`config.mk`:
```
export PLATFORM = sky130hd
export DESIGN_NAME = wb_arbiter
export DESIGN_NICKNAME = d
export VERILOG_FILES = /design/src/rtl/wb_pkg.sv /design/src/rtl/wb_fifo.sv /design/src/rtl/wb_arbiter.sv
export SDC_FILE = /design/constraint.sdc
export NUM_CORES = 1
export LEC_CHECK = 0
export BUFFER_PORTS_ARGS = -buffer_cell sky130_fd_sc_hd__buf_2
export CAP_MARGIN = 10
export CORE_MARGIN = 1
export CORE_UTILIZATION = 55
export DETAILED_ROUTE_END_ITERATION = 6
export PLACE_DENSITY = 0.83
export SLEW_MARGIN = 40
export SYNTH_ARGS = -nofsm -noshare
export SYNTH_HDL_FRONTEND = slang
export SYNTH_SLANG_ARGS = --single-unit
```
`constraint.sdc`:
```
create_clock -name clk -period 5.04 [get_ports clk]
set_clock_uncertainty 0.05 [all_clocks]
set_input_delay 0.504 -clock clk [delete_from_list [all_inputs] [get_ports clk]]
set_output_delay 0.504 -clock clk [all_outputs]
set_load 0.05 [all_outputs]
```
`src/rtl/wb_pkg.sv`:
```
// Shared types and widths for the writeback arbiter and its completion buffer.
package wb_pkg;
    localparam int XLEN       = 32;
    localparam int REG_ADDR_W = 5;
    localparam int NUM_REGS   = 1 << REG_ADDR_W;

    typedef struct packed {
        logic [REG_ADDR_W-1:0] rd;
        logic [XLEN-1:0]       wdata;
    } wb_entry_t;
endpackage

```
`src/rtl/wb_fifo.sv`:
```
// Small synchronous FIFO holding long-latency completions until a write slot frees up.
module wb_fifo
    import wb_pkg::*;
#(
    parameter int FIFO_DEPTH = 2
) (
    input  logic      clk,
    input  logic      rst_n,
    input  logic      push_i,
    input  wb_entry_t push_data_i,
    input  logic      pop_i,
    output wb_entry_t head_o,
    output logic      full_o,
    output logic      empty_o
);
    localparam int AW = $clog2(FIFO_DEPTH);

    logic [AW:0] wr_ptr_q, wr_ptr_d;
    logic [AW:0] rd_ptr_q, rd_ptr_d;
    wb_entry_t   mem_q [FIFO_DEPTH];
    logic        do_push, do_pop;

    // Extra MSB distinguishes full from empty when the indices coincide.
    assign empty_o = (wr_ptr_q == rd_ptr_q);
    assign full_o  = (wr_ptr_q[AW-1:0] == rd_ptr_q[AW-1:0]) && (wr_ptr_q[AW] != rd_ptr_q[AW]);
    assign head_o  = mem_q[rd_ptr_q[AW-1:0]];

    assign do_push = push_i && !full_o;
    assign do_pop  = pop_i && !empty_o;

    always_comb begin
        wr_ptr_d = wr_ptr_q;
        rd_ptr_d = rd_ptr_q;
        if (do_push) wr_ptr_d = wr_ptr_q + 1'b1;
        if (do_pop)  rd_ptr_d = rd_ptr_q + 1'b1;
    end

    always_ff @(posedge clk or negedge rst_n) begin
        if (!rst_n) begin
            wr_ptr_q <= '0;
            rd_ptr_q <= '0;
            for (int i = 0; i < FIFO_DEPTH; i++) mem_q[i] <= '0;
        end else begin
            wr_ptr_q <= wr_ptr_d;
            rd_ptr_q <= rd_ptr_d;
            if (do_push) mem_q[wr_ptr_q[AW-1:0]] <= push_data_i;
        end
    end
endmodule

```
`src/rtl/wb_arbiter.sv`:
```
// Register-file write port arbiter: pipeline first, then buffered completions, then
// direct bypass of a completion; also tracks registers awaiting long-latency results.
module wb_arbiter
    import wb_pkg::*;
#(
    parameter int FIFO_DEPTH = 2
) (
    input  logic                  clk,
    input  logic                  rst_n,
    input  logic                  pipeline_en,
    input  logic                  pipe_wen,
    input  logic [REG_ADDR_W-1:0] pipe_rd,
    input  logic [XLEN-1:0]       pipe_wdata,
    input  logic                  mc_issue,
    input  logic [REG_ADDR_W-1:0] mc_issue_rd,
    input  logic                  mc_valid,
    output logic                  mc_ready,
    input  logic [REG_ADDR_W-1:0] mc_rd,
    input  logic [XLEN-1:0]       mc_wdata,
    output logic                  rf_wen,
    output logic [REG_ADDR_W-1:0] rf_rd,
    output logic [XLEN-1:0]       rf_wdata,
    output logic [NUM_REGS-1:0]   pending,
    output logic                  busy
);
    wb_entry_t           head, push_entry;
    logic                full, empty;
    logic                pipe_sel, fifo_sel, byp_sel, mc_accept, push;
    logic [NUM_REGS-1:0] pending_q, pending_d;

    // mc_ready depends only on occupancy, keeping pipeline_en off the handshake path.
    assign mc_ready  = !full;
    assign mc_accept = mc_valid && mc_ready && (mc_rd != '0);

    assign pipe_sel = pipeline_en && pipe_wen && (pipe_rd != '0);
    assign fifo_sel = pipeline_en && !pipe_sel && !empty;
    assign byp_sel  = pipeline_en && !pipe_sel && empty && mc_accept;
    assign push     = mc_accept && !byp_sel;

    assign push_entry = '{rd: mc_rd, wdata: mc_wdata};

    wb_fifo #(.FIFO_DEPTH(FIFO_DEPTH)) u_fifo (
        .clk         (clk),
        .rst_n       (rst_n),
        .push_i      (push),
        .push_data_i (push_entry),
        .pop_i       (fifo_sel),
        .head_o      (head),
        .full_o      (full),
        .empty_o     (empty)
    );

    always_comb begin
        rf_wen   = 1'b0;
        rf_rd    = '0;
        rf_wdata = '0;
        if (pipe_sel) begin
            rf_wen   = 1'b1;
            rf_rd    = pipe_rd;
            rf_wdata = pipe_wdata;
        end else if (fifo_sel) begin
            rf_wen   = 1'b1;
            rf_rd    = head.rd;
            rf_wdata = head.wdata;
        end else if (byp_sel) begin
            rf_wen   = 1'b1;
            rf_rd    = mc_rd;
            rf_wdata = mc_wdata;
        end
    end

    // Set is applied after clears so a same-cycle issue to the retiring register wins.
    always_comb begin
        pending_d = pending_q;
        if (fifo_sel) pending_d[head.rd] = 1'b0;
        if (byp_sel)  pending_d[mc_rd]   = 1'b0;
        if (mc_issue && (mc_issue_rd != '0)) pending_d[mc_issue_rd] = 1'b1;
        pending_d[0] = 1'b0;
    end

    always_ff @(posedge clk or negedge rst_n) begin
        if (!rst_n) pending_q <= '0;
        else        pending_q <= pending_d;
    end

    assign pending = pending_q;
    assign busy    = !empty;
endmodule

```
==> metrics <==
status=complete, no violations; total CTS buffers=9; CTS resizes=0; Routability Congestion=0.946; DRT Pass-1 Iters=5; routed len/inst=19.8 um; net count of the mapped netlist=612; nature of the critical path startpoint=flip-flop; Tmin final=about 3.9 ns; R2R cell count=8; initial antenna violation count=0; RSZ-0062 raised after global routing=no; yosys warns=0; Seq pwr share=0.300; mux share of post-synthesis cell area=0.208; Yosys reg bits=between 100 and 150; Initial Util=0.575; CP endpoint=rf_rd[1]; DRC=0; Total Routing Usage GR=0.290; dpl hpwl=around 11000 um; CP required=roughly 4.5 ns; flop2flop setup slack=between 2 and 2.5 ns; GRT overflow=0; Post-Syn Area=about 0.0060 sq mm; largest family of logic cells by synthesized area=multiplexers; Pleak=0.00305 uW; Sw Share=0.499; Crit. End Element=output port; Post-Place Setup Slack=1.51 ns; share of post-route cells with drive strength above 1=0.412; post-synthesis simple-gate area fraction=0.126; Post-synth EDFFs=0; most frequent cells in the layout=154 x buf_2, 108 x dfrtp_1, 72 x mux2_2; XOR/XNOR Fraction of Synth Area=0.0142; CTS tree=done; First DRT Iteration DRCs=around 430; most common cell after layout, fill and taps aside=buf_2; slew margin rel.=0.446; Hold Crit Class=in2async; Setup Buffers After CTS=0; Nets=about 750; final WL=15900 um; num ports=157; Distinct cells, synth=48; Slew Viols, Final=0; Clock Pin Slew Worst Setup and Hold Paths=0.11 ns; maximum vdd drop=between 0.4 and 0.5 mV; clock buffer depth=2; R2R Path Start=u_fifo.wr_ptr_q[1]$_DFFE_PN0P_; Max H-tree Level=3; Fin. Hold Viols=0; Std-Cell Rows=37; reg2reg end=u_fifo.mem_q[14]$_DFFE_PN0P_; Die Wd=107 um; Via Count=5157; die area=0.0114 sq mm; PD cells=748 mW/mm^2; Root Driver=clkbuf_8; first-pass GRT wire length=25900 um; # fillers=between 800 and 900; async set or reset register ratio after synthesis=1.00; Internal=2660 uW; core outline area=about 0.010 sq mm; Setup TNS=0 ns; Detail Route Antenna Nets=0; # setup viols final=0; CTS Hold Buffers Added=0; clock network power share=0.098; Switch Pwr=2650 uW; Mapped Cells=527; number of port buffers=155; Vias/cell=6.41; Critical Path AT=~3.3 ns; worst skew pair latency=approximately 0.37 ns; Fmax achieved=258 MHz; Compound-Gate Fraction of Synth Area=0.155; Slew @ Worst Pin=0.828 ns; Die Height=~110 um; combinational power share=0.601; post-route setup slack=1.17 ns; n_diodes=0; fin crit share=0.769; Critical Path Fanout Max=37; vias in the first global route=roughly 5200; Max-Cap Viols=0; Layout Utilization=0.678; Top FF cell, synth=dfrtp_1; P&R area growth vs syn=18.0%; Seq/Total Area, Yosys=0.454; clock sink count=109; syn_area_per_cell=11.4 sq um; Setup Crit Path Kind=reg2out; post-synthesis adder-cell area fraction=0; Critical Path Start=u_fifo.wr_ptr_q[1]$_DFFE_PN0P_; largest net degree at the start of global routing=62
[power by group through the flow]
stage / registers (uW) / logic [uW] / clock network (uW)
final: 1590 / 3190 / 522
after detailed placement: 1610 / 3170 / 0
after CTS: 1590 / 3180 / 530
after floorplan: 1980 / 2030 / 0
after global routing: 1650 / 3380 / 568
after global placement: 1570 / 3000 / 0
[metrics by stage]
| stage | instance area [sq um] | hold WS, ns | cells | power, uW |
|---|---|---|---|---|
| final | 7090 | 0.107 | 804 | 5310 |
| after global routing | 7090 | 0.153 | 804 | 5600 |
| after CTS | 7090 | 0.132 | 804 | 5300 |
| after detailed placement | 6900 | 0.428 | 788 | 4780 |
| after global placement | 6790 | 0.417 | 782 | 4570 |
| after floorplan | 6010 | 0.158 | 527 | 4020 |
[flip-flops by register name, indices dropped and copies added (netlist names)]
name / flops
u_fifo.wr_ptr_q: 2
u_fifo.mem_q: 74
pending: 31
u_fifo.rd_ptr_q: 2
[worst max-delay path, stage by stage (launching register included)]
cell and delay [ns]:
dfrtp_1 0.46, xor2_1 0.25, nor2_4 0.52, inv_1 0.49, nor3_4 0.28, buf_4 0.40
a221o_1 0.27, buf_2 0.28
[per-layer routing]
| metal | track usage | vias up | share of wire |
|---|---|---|---|
| met3 | 0.0595 | 26 | 0.084 |
| met4 | 0.0939 | 0 | 0.016 |
| met1 | 0.388 | 2534 | 0.42 |
| li1 | - | 2337 | - |
| met2 | 0.471 | 260 | 0.48 |
| met5 | 0 | - | 0 |
[cell families (layout without fill, tap and decap cells)]
kind of cell	after synthesis	after routing
other	1	1
XOR/XNOR	8	8
multiplexers	115	115
AO/OA/AOI/OAI	109	109
AND/OR/NAND/NOR	140	140
flip-flops	109	109
buffers and inverters	45	186
[worst min path at each step]
stage / cells past startpoint / slack [ns] / end / startpoint
2_1_floorplan: 0 / 0.16 / pending[10]$_DFF_PN0_ / rst_n
3_3_place_gp: 1 / 0.42 / u_fifo.mem_q[39]$_DFFE_PN0P_ / u_fifo.mem_q[39]$_DFFE_PN0P_
3_5_place_dp: 1 / 0.43 / u_fifo.mem_q[30]$_DFFE_PN0P_ / u_fifo.mem_q[30]$_DFFE_PN0P_
4_1_cts: 1 / 0.13 / pending[29]$_DFF_PN0_ / rst_n
5_1_grt: 1 / 0.15 / pending[29]$_DFF_PN0_ / rst_n
6_report: 1 / 0.11 / pending[29]$_DFF_PN0_ / rst_n
[Yosys cell counts (all sizes together), types with 3 or more instances]
master | n | share of area
clkbuf | 19 | 0.012
nand4 | 8 | 0.0083
nor2b | 4 | 0.0042
mux2i | 36 | 0.060
a31o | 4 | 0.0058
o41ai | 16 | 0.023
xor2 | 4 | 0.0071
nor2 | 12 | 0.0079
xnor2 | 4 | 0.0071
mux2 | 79 | 0.15
nor3 | 61 | 0.053
a221o | 36 | 0.060
o22ai | 27 | 0.028
nor3b | 3 | 0.0037
a211oi | 3 | 0.0058
o31ai | 11 | 0.014
nand2b | 6 | 0.0062
nand3 | 15 | 0.012
dfrtp | 109 | 0.45
inv | 3 | 0.0019
buf | 23 | 0.029
nand3b | 9 | 0.011
a21oi | 4 | 0.0033
nand2 | 13 | 0.0081
[cell type report]
type,instances,area (sq um),share of cell area
repair buffers,167,923,0.130
multi-input cells,373,3070,0.432
clock inverters,5,42.5,0.00600
flip-flops and latches,109,2730,0.385
inverters,3,11.3,0.00159
well taps,136,170,0.0240
clock buffers,11,151,0.0213
(Power assumes the default switching activity.)
